--- src/rtl/response_frame_tx.sv ---
// UART response-frame transmitter: header, type, payload and optional XOR checksum, 8N1.
// Optional checksum byte is enabled by defining RESP_CHECKSUM_EN.
module response_frame_tx #(
  parameter int CLKS_PER_BIT = 868
) (
  input  logic        clk,
  input  logic        reset,
  input  logic        send,
  input  logic [1:0]  word_sel,
  input  logic [15:0] max_value,
  output logic        RsTx,
  output logic        busy,
  output logic        Tx_Ready
);

  // state | meaning
  // IDLE  | line high, waiting for an accepted send
  // START | start bit (0) of the current byte
  // DATA  | data bits 0..7, LSB first
  // STOP  | stop bit (1); then next byte or DONE
  // DONE  | one-cycle Tx_Ready pulse; a new send is accepted here
  typedef enum logic [2:0] {IDLE, START, DATA, STOP, DONE} state_t;

  localparam logic [1:0]  SEL_NONE = 2'b00;
  localparam logic [1:0]  SEL_MAX  = 2'b01;
  localparam logic [1:0]  SEL_TRUE = 2'b10;
  localparam logic [15:0] BIT_LAST = 16'(CLKS_PER_BIT - 1);

  state_t      state, state_d;
  logic [15:0] cnt, cnt_d;
  logic [2:0]  bit_idx, bit_idx_d;
  logic [2:0]  byte_idx, byte_idx_d;
  logic [1:0]  sel, sel_d;
  logic [15:0] val, val_d;
  logic [7:0]  shreg, shreg_d;
  logic        tx_q, tx_d;
  logic        busy_q, busy_d;
  logic        rdy_q, rdy_d;

  logic        is_max;
  logic [7:0]  type_byte, pay_hi, pay_lo, chk, next_byte;
  logic [2:0]  last_idx, byte_nxt;
  logic        bit_wrap;

  assign is_max    = (sel == SEL_MAX);
  assign type_byte = is_max ? 8'h4D : ((sel == SEL_TRUE) ? 8'h54 : 8'h46);
  assign pay_hi    = is_max ? val[15:8] : ((sel == SEL_TRUE) ? 8'h01 : 8'h00);
  assign pay_lo    = is_max ? val[7:0] : 8'h00;
  assign chk       = 8'hA5 ^ type_byte ^ pay_hi ^ pay_lo;
  assign byte_nxt  = byte_idx + 3'd1;
  assign bit_wrap  = (cnt == BIT_LAST);

`ifdef RESP_CHECKSUM_EN
  assign last_idx = is_max ? 3'd4 : 3'd3;
`else
  assign last_idx = is_max ? 3'd3 : 3'd2;
`endif

  // Byte 3 is the low payload byte for MAX, otherwise the checksum slot.
  always_comb begin
    case (byte_nxt)
      3'd1:    next_byte = type_byte;
      3'd2:    next_byte = pay_hi;
      3'd3:    next_byte = is_max ? pay_lo : chk;
      default: next_byte = chk;
    endcase
  end

  always_ff @(posedge clk or posedge reset) begin
    if (reset) begin
      state    <= IDLE;
      cnt      <= '0;
      bit_idx  <= '0;
      byte_idx <= '0;
      sel      <= '0;
      val      <= '0;
      shreg    <= '0;
      tx_q     <= 1'b1;
      busy_q   <= 1'b0;
      rdy_q    <= 1'b0;
    end else begin
      state    <= state_d;
      cnt      <= cnt_d;
      bit_idx  <= bit_idx_d;
      byte_idx <= byte_idx_d;
      sel      <= sel_d;
      val      <= val_d;
      shreg    <= shreg_d;
      tx_q     <= tx_d;
      busy_q   <= busy_d;
      rdy_q    <= rdy_d;
    end
  end

  // Outputs are computed for the next state so RsTx/busy/Tx_Ready come straight from flops.
  always_comb begin
    state_d    = state;
    cnt_d      = cnt;
    bit_idx_d  = bit_idx;
    byte_idx_d = byte_idx;
    sel_d      = sel;
    val_d      = val;
    shreg_d    = shreg;
    tx_d       = 1'b1;
    busy_d     = 1'b0;
    rdy_d      = 1'b0;
    case (state)
      IDLE, DONE: begin
        if (send && (word_sel != SEL_NONE)) begin
          state_d    = START;
          sel_d      = word_sel;
          val_d      = max_value;
          byte_idx_d = 3'd0;
          bit_idx_d  = 3'd0;
          cnt_d      = '0;
          shreg_d    = 8'hA5;
          tx_d       = 1'b0;
          busy_d     = 1'b1;
        end else begin
          state_d = IDLE;
        end
      end
      START: begin
        busy_d = 1'b1;
        if (bit_wrap) begin
          cnt_d     = '0;
          bit_idx_d = 3'd0;
          state_d   = DATA;
          tx_d      = shreg[0];
        end else begin
          cnt_d = cnt + 16'd1;
          tx_d  = 1'b0;
        end
      end
      DATA: begin
        busy_d = 1'b1;
        if (bit_wrap) begin
          cnt_d = '0;
          if (bit_idx == 3'd7) begin
            state_d = STOP;
            tx_d    = 1'b1;
          end else begin
            bit_idx_d = bit_idx + 3'd1;
            shreg_d   = {1'b0, shreg[7:1]};
            tx_d      = shreg[1];
          end
        end else begin
          cnt_d = cnt + 16'd1;
          tx_d  = shreg[0];
        end
      end
      STOP: begin
        busy_d = 1'b1;
        if (bit_wrap) begin
          cnt_d = '0;
          if (byte_idx == last_idx) begin
            state_d = DONE;
            busy_d  = 1'b0;
            rdy_d   = 1'b1;
          end else begin
            byte_idx_d = byte_nxt;
            shreg_d    = next_byte;
            state_d    = START;
            tx_d       = 1'b0;
          end
        end else begin
          cnt_d = cnt + 16'd1;
        end
      end
      default: state_d = IDLE;
    endcase
  end

  assign RsTx     = tx_q;
  assign busy     = busy_q;
  assign Tx_Ready = rdy_q;

endmodule
--- config.mk ---
export PLATFORM = sky130hd
export DESIGN_NAME = response_frame_tx
export DESIGN_NICKNAME = d
export VERILOG_FILES = /design/src/rtl/response_frame_tx.sv
export SDC_FILE = /design/constraint.sdc
export NUM_CORES = 1
export LEC_CHECK = 0
export BUFFER_PORTS_ARGS = -buffer_cell sky130_fd_sc_hd__clkbuf_2
export CAP_MARGIN = 10
export CORE_ASPECT_RATIO = 1.5
export CORE_MARGIN = 2
export CORE_UTILIZATION = 65
export CTS_CLUSTER_DIAMETER = 150
export CTS_CLUSTER_SIZE = 12
export DETAILED_ROUTE_END_ITERATION = 10
export GPL_ROUTABILITY_DRIVEN = 0
export GPL_TIMING_DRIVEN = 0
export PLACE_DENSITY = 0.85
export SYNTH_ARGS = -nofsm -noshare
export SYNTH_HDL_FRONTEND = slang
export SYNTH_SLANG_ARGS = --single-unit
export TNS_END_PERCENT = 20
--- constraint.sdc ---
create_clock -name clk -period 2.86 [get_ports clk]
set_input_delay 0.286 -clock clk [delete_from_list [all_inputs] [get_ports clk]]
set_output_delay 0.286 -clock clk [all_outputs]
set_load 0.005 [all_outputs]
After elaboration in Yosys (flattened, before gate mapping)
Index checks and enable logic that the tools add are counted.

Add/sub/neg operators: 3. Equal/unequal tests: 19. Reductions and logical operators: 16. Bitwise gates (word level): 3. Muxes and demuxes: 45.

Operator list (count): 8-bit 2-to-1 mux (8); 8-bit one-hot mux with 3 select lines (2); 3-bit 2-to-1 mux (11); 16-bit 2-to-1 mux (2); 16-bit one-hot mux with 2 select lines (1); 16-bit by 1-bit adder with 16-bit output (second input constant) (1); 16-bit by 10-bit equality test with 1-bit output (second input constant) (1); 8-bit bitwise XOR (2); 1-bit 2-to-1 mux (14); 2-bit inequality test (second input constant) (7); 3-bit by 2-bit equality test with 1-bit output (second input constant) (4); 3-bit one-hot mux with 4 select lines (1); 5-bit 2-to-1 mux (2); 3-bit one-hot mux with 3 select lines (1); 4-bit AND reduction (2); 3-bit by 1-bit adder with 3-bit output (second input constant) (2); 3-bit by 1-bit equality test with 1-bit output (second input constant) (2); 3-bit equality test (second input constant) (2); 3-bit one-hot mux with 2 select lines (1); 6-bit AND reduction (1); 2-bit nonzero test (3); 3-bit nonzero test (2); 5-bit AND reduction (1); 2-bit NOT with 4-bit output (1); 10 further kinds (12).

Input bits: 21. Flip-flop bits (word level): 54. Logic and storage cells: 96.

Logic depth before layout (Yosys ltp)
Depth after elaboration: 11. Depth in mapped cells: 9.

Least setup slack after synthesis
OpenSTA, ideal clock, no wires.

Path kind: register -> register. Start: reg byte_idx[1]. End: reg shreg[6]. Arrival: 1.749 ns. Stages on the path, launching flop included: 7. Data required time: 2.739 ns. Slack: 0.990 ns. Setup time: 0.121 ns. Buffers on the path: 0. Cells stage by stage: dfrtp_1 -> ha_1 -> xor2_1 -> nor2_1 -> o2111ai_1 -> a22o_1 -> a22o_1.

Cells in the longest elaborated chain, start to end: 6. Elaborated cells on any way between the ends: 11.

RTL lines: start, declared (line 32) `logic [2:0] byte_idx, byte_idx_d;`; start signal, assigned (line 85) `byte_idx <= byte_idx_d;`; 3-bit by 1-bit adder with 3-bit output (line 50) `assign byte_nxt = byte_idx + 3'd1;`; 3-bit by 2-bit equality test with 1-bit output / 3-bit by 1-bit equality test with 1-bit output (equally long branches) (line 61) `case (byte_nxt)`; 8-bit one-hot mux with 3 select lines (line 61); 8-bit 2-to-1 mux (line 156) `if (byte_idx == last_idx) begin`; 8-bit 2-to-1 mux (line 154) `if (bit_wrap) begin`; 8-bit one-hot mux with 3 select lines (line 107) `case (state)`; end signal, assigned (line 88) `shreg <= shreg_d;`; end, declared (line 35) `logic [7:0] shreg, shreg_d;`.

Several ways; a longest one is shown, not always the timed one. The select of a mux whose other input is x is not followed. A chain may end at the register's enable or synchronous reset.

Worst setup path after layout
Start: reg byte_idx[0]. End: reg shreg[6].

The elaborated chain is that of the path after synthesis.

==> results.md <==
* Hold bufs inserted after CTS at 1
* Root Driver: clkbuf_8
* Top cell type's share of synthesized area at 0.4014
* Share of layout cells above drive strength 1 at 0.1453
* Area leader, netlist: dfrtp_1
* Top cells by count, synth: nand2_1 (77), dfrtp_1 (53), nor2_1 (24)
* Async SR Flop Fraction at 1.000
* DRT Wirelength at 7928 um
* CTS HTree Levels at 2
* Crit Path Category: reg -> reg
* Critical Path Stages at 8
* Setup Skew at a little under 0.008 ns
* XOR/XNOR Fraction of Synth Area at 0.04733
* Gr ovfl total at 0
* Slew headroom at 0.4471
* Slowest stage cell on the critical path: nor2_1
* Final HPWL DP at 5826 um
* YS warnings at 0
* Max_cap viols at 0
* Post-synthesis mux area share at 0.01515
* First-pass GRT wire length at 13190 um
* DR DRC count at 0
* Seq pwr share at 0.533
* Critical path cell sequence: inv_1 > ha_1 > buf_2 > nor3_2 > nor2_1 > o2111ai_1 > a22o_1 > a22o_1
* Post-DR vias/cell at 6.148
* Worst-Skew Late Latency at 0.31 ns
* Yosys reg bits at 54
* Num CTS Buffers at 5
* Fmax at between 0.4 and 0.5 GHz
* Post-layout util at 0.7569
* Worst-margin pin slew at 0.8231 ns
* Sw Ratio at 0.2205
* Syn nets at 405
* CP arrival at 2.49 ns
* Layout Area Growth over Synthesis at 11.06%
* Core Area at 0.004848 mm^2
* Post-route setup TNS at 0 ns
* Final total power at 0.001505 W
* Non-Filler Instances at 472
* Status: finished clean
* DP Cell Count at 463
* Top cells by area, synth: dfrtp_1 (40%), nand2_1 (8.7%), ha_1 (4.2%)
* IO Pins at 24
* R2r setup slk at 0.57 ns
* Tcrit/Tclk final at 0.7990
* Row count at 31
* Synth Area per Inst at 8.859 um^2
* Pwr dens at 410.1 mW/mm^2
* Initial Utilization at 0.6815
* Die area at 0.005682 mm^2
* Largest net degree at the start of global routing at 35
* Clock sink count at 54
* Combinational power share at 0.067
* Crit start category: flop
* CTS tree: built
* Synthesized cell area at 0.003304 mm^2
* Hold Fails Final Rpt at 0
* Initial antenna violation count at 0
* DR vias at approximately 2900
* Worst-path maximum fanout at 10
* Reg2reg end: shreg[6]$_DFFE_PP0P_
* Setup crit end kind: flop
* Drt first pass iters at 5
* Gate Count Post-Synth at ~370
* Critical Path RT at approximately 3.1 ns
* Synth Flop Type: dfrtp_1
* Storage cell area at 0.001353 mm^2
* P_leak at around 1.7 nW
* Combinational family with the most area after synthesis: simple AND/OR/NAND/NOR gates
* Initial DRC count at 236
* Final min period at 2.285 ns
* Worst hold path class: in -> reg
* Die Ht at around 91 um
* GRT Overall Usage at 0.2929
* Sw power at 0.0003319 W
* Post-Synth Simple-Gate Area at 0.2692
* Most common cell on crit path: a22o_1
* Max VDD drop at 0.0003997 V
* Critical path launch point: byte_idx[0]$_DFFE_PP0P_
* Critical Path Max Stage Delay at 0.49 ns
* CTS clk-pin slew, worst paths at around 0.1 ns
* Sequential area share after synthesis at 0.4093
* Layout Nets at 437
* CP delay by family, top: compound AO/OA/AOI/OAI gates
* # resized after CTS at 0
* Synth Area in Adders at 0.04165
* Worst setup endpoint: shreg[6]$_DFFE_PP0P_
* EDFF count, synth at 0
* WP buf/inv at 2
* Ant. Diodes at 0
* Multi-input gate area at 0.001808 mm^2
* Antenna viol nets, final at 0
* Clk buf depth at 2
* Slew Viols, Final at 0
* Setup-failing EPs final at 0
* R2R Path Start: byte_idx[0]$_DFFE_PP0P_
* Worst R2R Path Depth at 8
* Post-synth cell types at between 50 and 60
* Fillers at 358
* Clock share of power at 0.400
* RSZ-0062 raised after global routing: no
* Post-detailed-route wirelength per cell at 16.80 um
* Count leader, synth: nand2_1
* Compound-Gate Fraction of Synth Area at 0.1738
* Number of global-route vias before repair at about 2900
* Worst hold margin at approximately 0.17 ns
* Int Power at 0.001173 W
* Setup bufs post-CTS at 0
* IO buf count at 23
* Die X at roughly 62 um
[metrics by stage]
step	area [um^2]	worst slack, ns
global placement	3502	0.6546
CTS	3670	0.6155
detailed placement	3522	0.6518
global route	3670	0.4268
finish	3670	0.5748
floorplan	3304	0.9903
[cell families (layout without fill, tap and decap cells)]
logic type / count (synthesis) / count (layout)
mux: 5 / 5
flops: 54 / 54
compound gates: 83 / 83
xor+xnor: 17 / 17
fa+ha+maj: 11 / 11
buf+inv: 31 / 64
simple gates: 172 / 172
[registers in the layout, summed over array words and instances, names as in the netlist]
name and count:
RsTx 1, Tx_Ready 1, bit_idx 3, busy 1, byte_idx 3, cnt 16, sel 2, shreg 8
state 3, val 16
[cell usage in the layout, fill, tap and decap left out, types with 6 or more instances in the layout]
cell type / netlist / routed
inv_1: 15 / 14
ha_1: 11 / 11
nand2_1: 77 / 77
and3_1: 9 / 9
nand4_1: 17 / 17
a21oi_1: 17 / 17
dfrtp_1: 53 / 53
nor2b_1: 6 / 6
o21ai_0: 21 / 21
buf_2: 7 / 7
nor2_1: 24 / 24
clkbuf_1: 6 / 6
clkbuf_2: 0 / 23
xor2_1: 13 / 13
nand3_1: 12 / 12
[per-layer routing]
| layer | GRT usage | wire [um] | vias to the layer above |
|---|---|---|---|
| met5 | 0 | 0 | - |
| met4 | 0.1389 | 297 | 0 |
| met3 | 0.03594 | 328 | 23 |
| met2 | 0.5516 | 4254 | 113 |
| met1 | 0.3218 | 3048 | 1382 |
| li1 | - | - | 1384 |
[worst min-delay path, delay by kind of cell]
family	cells	cell delay, ns
and+or+nand+nor	2	0.09
buffers and inverters	1	0.07
[worst min-delay path by stage]
stage                          from                    to  slack (ns)  depth (start not counted)
5_1_grt               max_value[14]   val[14]$_DFFE_PP0P_        0.16                          3
3_3_place_gp   shreg[7]$_DFFE_PP0P_  shreg[7]$_DFFE_PP0P_        0.47                          2
3_5_place_dp                  reset    cnt[6]$_DFFE_PP0P_        0.31                          2
2_1_floorplan          max_value[0]    val[0]$_DFFE_PP0P_        0.39                          2
4_1_cts               max_value[11]   val[11]$_DFFE_PP0P_        0.16                          3
6_report               max_value[6]    val[6]$_DFFE_PP0P_        0.17                          3
[final cells by class]
cell class | instances | share of cell area
Multi-Input combinational cell | 288 | 0.4927
Tap cell | 66 | 0.02250
Clock inverter | 3 | 0.01875
Timing Repair Buffer | 25 | 0.03955
Inverter | 15 | 0.01534
Clock buffer | 5 | 0.01875
Buffer | 16 | 0.02387
Sequential cell | 54 | 0.3686
[power by group through the flow]
stage               clock [W]  sequential, W  combinational (W)
finish               0.000602       0.000802           0.000101
CTS                  0.000613       0.000801           0.000101
floorplan                   0       0.000809          0.0000644
global placement            0       0.000815          0.0000913
global route         0.000649       0.000804           0.000114
detailed placement          0       0.000816          0.0000991
Power figures use the tool's default switching activity.
